## config.mk

```make
export PLATFORM = sky130hd
export DESIGN_NAME = spi_master_param
export DESIGN_NICKNAME = d
export VERILOG_FILES = /design/src/rtl/spi_master_param_pkg.sv /design/src/rtl/spi_master_param_clk_gen.sv /design/src/rtl/spi_master_param.sv
export SDC_FILE = /design/constraint.sdc
export NUM_CORES = 1
export LEC_CHECK = 0
export ABC_AREA = 1
export ABC_CLOCK_PERIOD_IN_PS = 2000
export CAP_MARGIN = 25
export CORE_ASPECT_RATIO = 0.7
export CORE_UTILIZATION = 52
export DETAILED_ROUTE_END_ITERATION = 8
export HOLD_SLACK_MARGIN = 0.08
export PLACE_DENSITY_LB_ADDON = 0.2
export REMOVE_ABC_BUFFERS = 1
export SLEW_MARGIN = 10
export SYNTH_ARGS = -nofsm -noshare
export SYNTH_HDL_FRONTEND = slang
export SYNTH_HIERARCHICAL = 1
export SYNTH_SLANG_ARGS = --single-unit
```

## constraint.sdc

```tcl
create_clock -name clk -period 2 [get_ports clk]
set_input_delay 0.4 -clock clk [delete_from_list [all_inputs] [get_ports clk]]
set_output_delay 0.4 -clock clk [all_outputs]
set_load 0.02 [all_outputs]
```

## src/rtl/spi_master_param_pkg.sv

```systemverilog
// spi_pkg: shared types and helpers for the parametrised SPI master.
//   spi_state_t - frame sequencer states (IDLE, LEAD, SHIFT, TRAIL)
//   spi_mode_t  - per-frame clock mode {cpol, cpha}
//   calc_ss_w() - width of the slave-select index for a given select count
package spi_pkg;

    typedef enum logic [1:0] {
        IDLE  = 2'd0,
        LEAD  = 2'd1,
        SHIFT = 2'd2,
        TRAIL = 2'd3
    } spi_state_t;

    typedef struct packed {
        logic cpol;
        logic cpha;
    } spi_mode_t;

    function automatic int calc_ss_w(input int num_ss);
        return (num_ss > 1) ? $clog2(num_ss) : 1;
    endfunction

endpackage

```

## src/rtl/spi_master_param_clk_gen.sv

```systemverilog
// spi_clk_gen: half-period timer for the SPI master.
// A down-counter reloaded with CLK_DIV-1; edge_stb pulses for one cycle each
// time it reaches zero while enabled, i.e. every CLK_DIV cycles.
// Ports:
//   clk      - system clock
//   rst      - asynchronous active-low reset
//   en       - run the timer; when low the counter is held at its reload value
//   edge_stb - one-cycle strobe marking the end of a half-period
module spi_clk_gen #(
    parameter int CLK_DIV = 4
) (
    input  logic clk,
    input  logic rst,
    input  logic en,
    output logic edge_stb
);

    localparam int CW = (CLK_DIV > 1) ? $clog2(CLK_DIV) : 1;

    logic [CW-1:0] cnt;

    always_ff @(posedge clk or negedge rst) begin
        if (!rst) begin
            cnt <= CW'(CLK_DIV - 1);
        end else if (!en || cnt == '0) begin
            cnt <= CW'(CLK_DIV - 1);
        end else begin
            cnt <= cnt - CW'(1);
        end
    end

    assign edge_stb = en && (cnt == '0);

endmodule

```

## src/rtl/spi_master_param.sv

```systemverilog
// spi_master_param: parametrised full-duplex SPI master, all four CPOL/CPHA
// modes selected per frame, NUM_SS active-low selects.
// Optional build macro: SPI_LSB_FIRST_EN adds input lsb_first (latched at
// accept) for LSB-first frames; without it frames are always MSB-first.
// Ports:
//   clk, rst                  - clock, asynchronous active-low reset
//   tx_valid/tx_ready         - frame request handshake
//   tx_data, tx_ss_sel        - word to send and index of the select to drive
//   cpol, cpha                - clock mode for the frame
//   rx_valid, rx_data         - received word, rx_valid pulses one cycle
//   busy                      - frame in progress
//   sclk, mosi, miso, ss_n    - SPI pins
//
// state | meaning
// ------+-----------------------------------------------------------------
// IDLE  | ready for a request, sclk follows cpol
// LEAD  | select asserted, sclk at idle level for one half-period
// SHIFT | 2*DATA_W sclk half-periods, shifting out mosi / sampling miso
// TRAIL | select still asserted, sclk at idle level for one half-period
module spi_master_param
    import spi_pkg::*;
#(
    parameter int DATA_W  = 8,
    parameter int CLK_DIV = 4,
    parameter int NUM_SS  = 1,
    localparam int SS_W   = calc_ss_w(NUM_SS)
) (
    input  logic              clk,
    input  logic              rst,
    input  logic              tx_valid,
    output logic              tx_ready,
    input  logic [DATA_W-1:0] tx_data,
    input  logic [SS_W-1:0]   tx_ss_sel,
    input  logic              cpol,
    input  logic              cpha,
`ifdef SPI_LSB_FIRST_EN
    input  logic              lsb_first,
`endif
    output logic              rx_valid,
    output logic [DATA_W-1:0] rx_data,
    output logic              busy,
    output logic              sclk,
    output logic              mosi,
    input  logic              miso,
    output logic [NUM_SS-1:0] ss_n
);

    localparam int EW = $clog2(2 * DATA_W + 1);

    spi_state_t        state;
    spi_mode_t         mode_q;
    logic [DATA_W-1:0] shreg;
    logic [SS_W-1:0]   sel_q;
    logic [EW-1:0]     edges_left;
    logic              start_q;
    logic              lsb_q;
    logic              gen_en;
    logic              edge_stb;
    logic              do_edge;
    logic              tx_bit;
    logic [DATA_W-1:0] shift_in;
    logic [NUM_SS-1:0] sel_mask;

    // start_q holds the timer off for the accept cycle so the select, and
    // everything timed from it, starts one cycle after the handshake. This is
    // what gives back-to-back frames a two-cycle deselect gap.
    assign gen_en = (state != IDLE) && !start_q;

    spi_clk_gen #(.CLK_DIV(CLK_DIV)) u_clk_gen (
        .clk      (clk),
        .rst      (rst),
        .en       (gen_en),
        .edge_stb (edge_stb)
    );

`ifndef SPI_LSB_FIRST_EN
    assign lsb_q = 1'b0;
`endif

    assign tx_bit   = lsb_q ? shreg[0] : shreg[DATA_W-1];
    assign shift_in = lsb_q ? {miso, shreg[DATA_W-1:1]} : {shreg[DATA_W-2:0], miso};

    // An out-of-range index matches nothing, so the frame runs deselected.
    always_comb begin
        sel_mask = '1;
        for (int i = 0; i < NUM_SS; i++) begin
            if (sel_q == SS_W'(i)) sel_mask[i] = 1'b0;
        end
    end

    // The LEAD->SHIFT strobe is sclk edge 1; SHIFT strobes are edges 2..2N and
    // the strobe seen with edges_left == 0 closes the last half-period.
    assign do_edge = edge_stb && ((state == LEAD) ||
                                  (state == SHIFT && edges_left != '0));

    always_ff @(posedge clk or negedge rst) begin
        if (!rst) begin
            state      <= IDLE;
            mode_q     <= '0;
            shreg      <= '0;
            sel_q      <= '0;
            edges_left <= '0;
            start_q    <= 1'b0;
            tx_ready   <= 1'b1;
            busy       <= 1'b0;
            rx_valid   <= 1'b0;
            rx_data    <= '0;
            sclk       <= 1'b0;
            mosi       <= 1'b0;
            ss_n       <= '1;
`ifdef SPI_LSB_FIRST_EN
            lsb_q      <= 1'b0;
`endif
        end else begin
            rx_valid <= 1'b0;
            start_q  <= 1'b0;

            case (state)
                IDLE: begin
                    sclk <= cpol;
                    if (tx_valid && tx_ready) begin
                        shreg      <= tx_data;
                        sel_q      <= tx_ss_sel;
                        mode_q     <= '{cpol: cpol, cpha: cpha};
                        edges_left <= EW'(2 * DATA_W);
                        start_q    <= 1'b1;
                        tx_ready   <= 1'b0;
                        busy       <= 1'b1;
                        state      <= LEAD;
`ifdef SPI_LSB_FIRST_EN
                        lsb_q      <= lsb_first;
`endif
                    end
                end
                LEAD: begin
                    if (start_q) begin
                        ss_n <= sel_mask;
                        if (!mode_q.cpha) mosi <= tx_bit;
                    end
                    if (edge_stb) state <= SHIFT;
                end
                SHIFT: begin
                    if (edge_stb && edges_left == '0) begin
                        sclk  <= mode_q.cpol;
                        state <= TRAIL;
                    end
                end
                TRAIL: begin
                    if (edge_stb) begin
                        ss_n     <= '1;
                        rx_data  <= shreg;
                        rx_valid <= 1'b1;
                        tx_ready <= 1'b1;
                        busy     <= 1'b0;
                        state    <= IDLE;
                    end
                end
                default: state <= IDLE;
            endcase

            if (do_edge) begin
                sclk       <= ~sclk;
                edges_left <= edges_left - EW'(1);
                // edges_left even before the decrement means an odd edge.
                if (!edges_left[0]) begin
                    if (mode_q.cpha) mosi  <= tx_bit;
                    else             shreg <= shift_in;
                end else begin
                    if (mode_q.cpha)                  shreg <= shift_in;
                    else if (edges_left != EW'(1))    mosi  <= tx_bit;
                end
            end
        end
    end

endmodule

```

==> results.json, run 1 <==
{
  "timing.rr.start": "state[1]$_DFFE_PN0P_",
  "critical_path_arrival_ns": 1.42,
  "fmax_mhz": 549.9,
  "row_count": 17,
  "synth_simple_gate_area_share_pct": 24.79,
  "htreeDepth": 2,
  "drt_first_pass_iters": 4,
  "worstHoldEndpoint": "u_clk_gen/cnt[0]$_DFF_PN1_",
  "drv_slew": 0,
  "core_um2": 3212,
  "path_class": "reg2out",
  "yosysWarningCount": 6,
  "drive_above_1_share_pct": 10.16,
  "drv_cap": 0,
  "die_h_um": 50.98,
  "synthMuxAreaShare_pct": 0,
  "cp-start-kind": "register",
  "nFillCells": 282,
  "finalSetupTns_ns": 0,
  "fin_nets": 279,
  "rsz0062_at_grt": "false",
  "cp_slowest_cell": "clkdlybuf4s50_1",
  "p_per_area_nw_per_um2": 570.7,
  "end_kind": "primary output",
  "fin_crit_ns": 1.818,
  "dp_hpwl_um": 2503,
  "gp_congestion": 0.8027,
  "ys_types": 23,
  "drtAntennaViolNets": 0,
  "status": "finished clean",
  "grt_pass1_vias": 1401,
  "reg2reg_to": "state[0]$_DFFE_PN0P_",
  "skew_ns": 0.008428,
  "wl_per_cell_um": 11.87,
  "fin_crit_sh_pct": 90.92,
  "timing.hold.ws_ns": 0.4700,
  "path_clk_slew_ns": 0.07,
  "worst_slew_pin_slew_ns": 0.4469,
  "cp.required_ns": 1.60,
  "antenna_found_initial": 0,
  "slew_headroom_pct": 70.20,
  "cts-root-buf": "clkbuf_8",
  "synth_top_family_by_area": "simple AND/OR/NAND/NOR gates",
  "vias_per_cell": 4.875,
  "avgSynthCellArea_um2": 8.136,
  "drt-initial-drc-count": 107,
  "power.leakage_nw": 1.098,
  "cts_buffers": 5,
  "crit_fanout": 3,
  "hp-class": "reg2reg",
  "grt_max_degree": 36,
  "grt-ovfl-total": 0,
  "die_area_um2": 3668,
  "critPathBufInv": 1,
  "grt_pass1_wl_um": 6354,
  "peakVddDrop_mv": 0.3856,
  "finalWirelength_um": 3596,
  "syn_to_final_growth_pct": 24.93,
  "reg2reg_slack_ns": 0.25,
  "yosys.area_share.xor_xnor_pct": 1.896,
  "vias": 1477,
  "hold_viol_final": 0,
  "layout_commonest_cell": "nand2_1",
  "num_io_pins": 29,
  "die_w_um": 71.96,
  "syn_inst": 219,
  "cp_cell_sequence": "clkdlybuf4s50_1",
  "cts_buffer_depth": 2,
  "drc": 0,
  "ys_seq_elements": 35,
  "report.final.setup_viol": 0,
  "worstHoldStart": "u_clk_gen/cnt[0]$_DFF_PN1_",
  "initial_utilization_pct": 55.47,
  "cpPeakStageDelay_ns": 0.60,
  "antenna_cells": 0,
  "r2r.worst_path.cells": 9,
  "layout_common_cells": "nand2_1 (63), dfrtp_1 (31), inv_1 (29), clkdlybuf4s50_1 (28), o21ai_0 (25)",
  "synth_area_um2": 1782,
  "yosysSeqAreaShare_pct": 49.44,
  "clkLatencyLatePin_ns": 0.29,
  "crit_family": "buffers and inverters",
  "grt_usage_pct": 23.03,
  "synthAdderAreaFrac_pct": 6.320,
  "cts_tree": "built",
  "numClockSinks": 35,
  "hold_path_depth": 1,
  "io_buffers": 28,
  "synth_compound_area_share_pct": 9.691
}
==> how the worst max path moves through the flow <==
stage,slack [ns],endpoint,cells after the start,startpoint
floorplan,0.08,edges_left[0]$_DFFE_PN0P_,7,state[0]$_DFFE_PN0P_
global placement,0.25,rx_data[6]$_DFFE_PN0P_,8,state[0]$_DFFE_PN0P_
detailed placement,0.17,rx_data[0]$_DFFE_PN0P_,8,state[0]$_DFFE_PN0P_
CTS,0.16,rx_data[4]$_DFFE_PN0P_,8,state[0]$_DFFE_PN0P_
global route,0.03,state[0]$_DFFE_PN0P_,9,state[1]$_DFFE_PN0P_
finish,0.18,tx_ready,1,tx_ready$_DFFE_PN1P_
==> power breakdown <==
part	leakage, nW	switching (mW)	internal (mW)	total, mW
Clock	0.0422	0.250	0.244	0.494
Combinational	0.634	0.0264	0.0305	0.0569
Sequential	0.422	0.00369	0.715	0.719
==> registers in the layout, indices dropped and copies added (netlist names), 2 cells and up <==
| name | flops |
|---|---|
| shreg | 8 |
| rx_data | 8 |
| edges_left | 5 |
| mode_q | 2 |
| state | 2 |
| u_clk_gen/cnt | 2 |
==> synth_stat cells (all sizes together) <==
library cell	number	area share, %
nand2	68	15
dfrtp	31	44
inv	30	6.5
o21ai	26	7.3
nand3	20	5.9
nor2	14	3.1
ha	9	6.3
a21oi	7	2.0
dfstp	4	5.9
buf	3	1.2
xor2	2	0.98
clkbuf	1	0.21
nand4	1	0.35
nor3	1	0.28
o21bai	1	0.42
xnor2	1	0.91
==> layer usage <==
metal  track usage (%)  vias to the layer above  part of all wire (%)
li1                  -                      759                     -
met1             33.38                      662                    50
met2             32.86                       51                    42
met3             7.101                        5                   6.4
met4             7.190                        0                  0.86
met5                 0                        -                     0
==> kinds of logic after synthesis <==
kind of cell / count (synthesis)
AOI/OAI and AO/OA: 34
DFF: 35
xor gates and xnor gates: 3
and+or+nand+nor: 104
adders and majority gates: 9
buffers and inverters: 34
==> final cells by class <==
cell class	instances	area [um^2]	share of cell area (%)
clock inverters	1	5.005	0.2248
inverters	30	117.6	5.284
flip-flops and latches	35	880.8	39.57
repair buffers	33	317.8	14.28
well taps	47	58.81	2.642
multi-input cells	150	769.5	34.57
clock buffers	7	76.32	3.429
==> metrics by stage <==
step	area, um^2	util, %	setup WS (ns)	total power, mW	std cells
global placement	2126	66.19	0.2455	0.7886	294
global route	2226	69.30	0.02856	1.318	303
floorplan	1757	-	0.08322	0.7432	215
CTS	2207	68.72	0.1585	1.284	302
finish	2226	69.30	0.1815	1.270	303
detailed placement	2126	66.19	0.1664	0.7899	294
==> timing repair <==
action                                  4_1_cts  5_1_grt
endpoints found under the setup margin        0       21
resized for setup                             0        4
endpoints found under the hold margin         0        0
setup buffers                                 0        1
hold buffers                                  0        0
No activity file was read; power rests on OpenSTA's default activity.
==> run 2, diff against run 1 <==
--- a/config.mk
+++ b/config.mk
@@ -9,6 +9,7 @@
 export ABC_CLOCK_PERIOD_IN_PS = 2000
 export CAP_MARGIN = 25
 export CORE_ASPECT_RATIO = 0.7
+export CORE_MARGIN = 1
 export CORE_UTILIZATION = 52
 export DETAILED_ROUTE_END_ITERATION = 8
 export HOLD_SLACK_MARGIN = 0.08
==> results of run 2 <==
No change in the layout: final DEF, timing and power equal those of run 1.
==> edit (config.mk and constraints of run 1) <==
The option `SPI_LSB_FIRST_EN` is turned on by a define.
--- a/src/rtl/spi_master_param.sv
+++ b/src/rtl/spi_master_param.sv
@@ -17,6 +17,8 @@
 // LEAD  | select asserted, sclk at idle level for one half-period
 // SHIFT | 2*DATA_W sclk half-periods, shifting out mosi / sampling miso
 // TRAIL | select still asserted, sclk at idle level for one half-period
+`define SPI_LSB_FIRST_EN
+
 module spi_master_param
     import spi_pkg::*;
 #(
Ports: changed (added lsb_first); port bits go from 29 to 30. The function was not compared with the original's and may differ.
==> edit against run 1 <==
Power is 6.8% higher. Wire length increased by 14%. Worst setup slack got worse by 30 ps. Sequential share of layout area down 2.0 points. Cell area grew 8.4%. Synthesized area grew 8.2%. Largest power group unchanged. Combinational power increased by 30%. Sequential cell count grew 1.
==> edit: results (changes against run 1) <==
Final Cell Area=2410 um2 (+8.4%); arrival time at the worst endpoint=2030 ps (+610 ps); nets=296 (+6.1%); sequential area share after synthesis=47.0% (-2.5 points); peak supply drop=453 uV (+18%); post-synthesis mux area share=0.519% (+0.52 points); starting DRC count in detailed routing=136 (+27%); xor-xnor portion of the synthesized cell area=1.82% (-0.079 points); IO buf count=29 (+3.6%); clock skew=8.62 ps (+0.197 ps); number of global-route vias before repair=1476 (+5.4%); DP Wirelength=2790 um (+11%); P_sw=0.303 mW (+8.0%); largest net degree at the start of global routing=37 (+2.8%); Adder-Cell Fraction of Synth Area=5.84% (-0.48 points); WL/cell=12.7 um (+7.0%); Commonest cells post-synth=nand2_1 (66), dfrtp_1 (32), inv_1 (32); Post-synth top flop=dfrtp_1; Placer Congestion=0.815 (+1.5%); final setup vio count=0 (unchanged); worst-path maximum fanout=4 (+1); fillcell total=296 (+5.0%); outcome=finished clean; First-pass DRT Iterations=4 (unchanged); Synth Area in Compound Gates=16.0% (+6.3 points); DR vias=1595 (+8.0%); Top Registers=rx_data x8, shreg x8, edges_left x5; pre-CTS setup slack=139 ps (-27.5 ps); worst slew pin tran=481 ps (+34.5 ps); layout cells sized above 1=13.6% (+3.4 points); Leakage=1.16 nW (+6.0%)
[edit: cell types whose count changed after synthesis, sizes merged, moves of 2 or more]
cell   change
inv        +3
o21ai     +12
o22ai      +2
nand3     -13
o21a       +2
a21oi      +3
nand2      +3
[edit: repair_timing]
action                     CTS  global route
resized for setup            0             5
setup buffers                0             2
setup endpoints to repair    0            11
[edit: worst paths after layout]
kind                                       startpoint                         end  slack (ps)  cells after the start
setup / recovery                 state[0]$_DFFE_PN0P_        state[1]$_DFFE_PN0P_         150                     10
hold / removal             u_clk_gen/cnt[0]$_DFF_PN1_  u_clk_gen/cnt[0]$_DFF_PN1_         480                      1
setup reg to reg                 state[0]$_DFFE_PN0P_        state[1]$_DFFE_PN0P_         150                     10
hold reg to reg            u_clk_gen/cnt[0]$_DFF_PN1_  u_clk_gen/cnt[0]$_DFF_PN1_         480                      1
max in group asynchronous                         rst  u_clk_gen/cnt[1]$_DFF_PN1_        1130                      2
min in group asynchronous                         rst   edges_left[3]$_DFFE_PN0P_         520                      2
[edit: logic make-up (layout without fill, tap and decap cells)]
logic type      after synthesis  after routing
xor+xnor                      4              4
flops                        36             36
compound gates               52             52
mux                           1              1
buf+inv                      39             76
fa+ha+maj                     9              9
simple gates                 94             94
[edit: per-stage QoR]
stage          std cells  power [mW]
6_report             322        1.36
5_1_grt              322        1.41
4_1_cts              320        1.37
3_5_place_dp         312       0.828
3_3_place_gp         312       0.826
2_1_floorplan        229       0.777
[edit: area by class of cell]
type / count / share of cell area, %
flip-flops and latches: 36 / 37.6
inverters: 33 / 5.13
multi-input cells: 160 / 36.6
clock buffers: 8 / 3.73
well taps: 50 / 2.59
repair buffers: 35 / 14.4
[edit: layer usage]
| layer | track usage (%) | vias up | wire length, um |
|---|---|---|---|
| li1 | - | 809 | - |
| met1 | 33.6 | 736 | 2020 |
| met4 | 9.43 | 0 | 57 |
| met2 | 32.6 | 45 | 1750 |
| met5 | 0 | - | 0 |
| met3 | 8.76 | 5 | 256 |
[edit: power by group through the flow]
stage,registers (mW),clock network [mW],logic [mW]
2_1_floorplan,0.752,0,0.0250
4_1_cts,0.739,0.550,0.0759
3_3_place_gp,0.752,0,0.0743
5_1_grt,0.740,0.581,0.0846
6_report,0.740,0.543,0.0741
3_5_place_dp,0.753,0,0.0753
[edit: critical path: stages (launching register included)]
cell and delay (ps):
dfrtp_1 410, inv_1 110, ha_2 220, nor2_2 150, nand2_1 70, inv_1 100
inv_1 120, nand2_1 130, nand4_1 200, nor2_1 150, a21oi_1 60
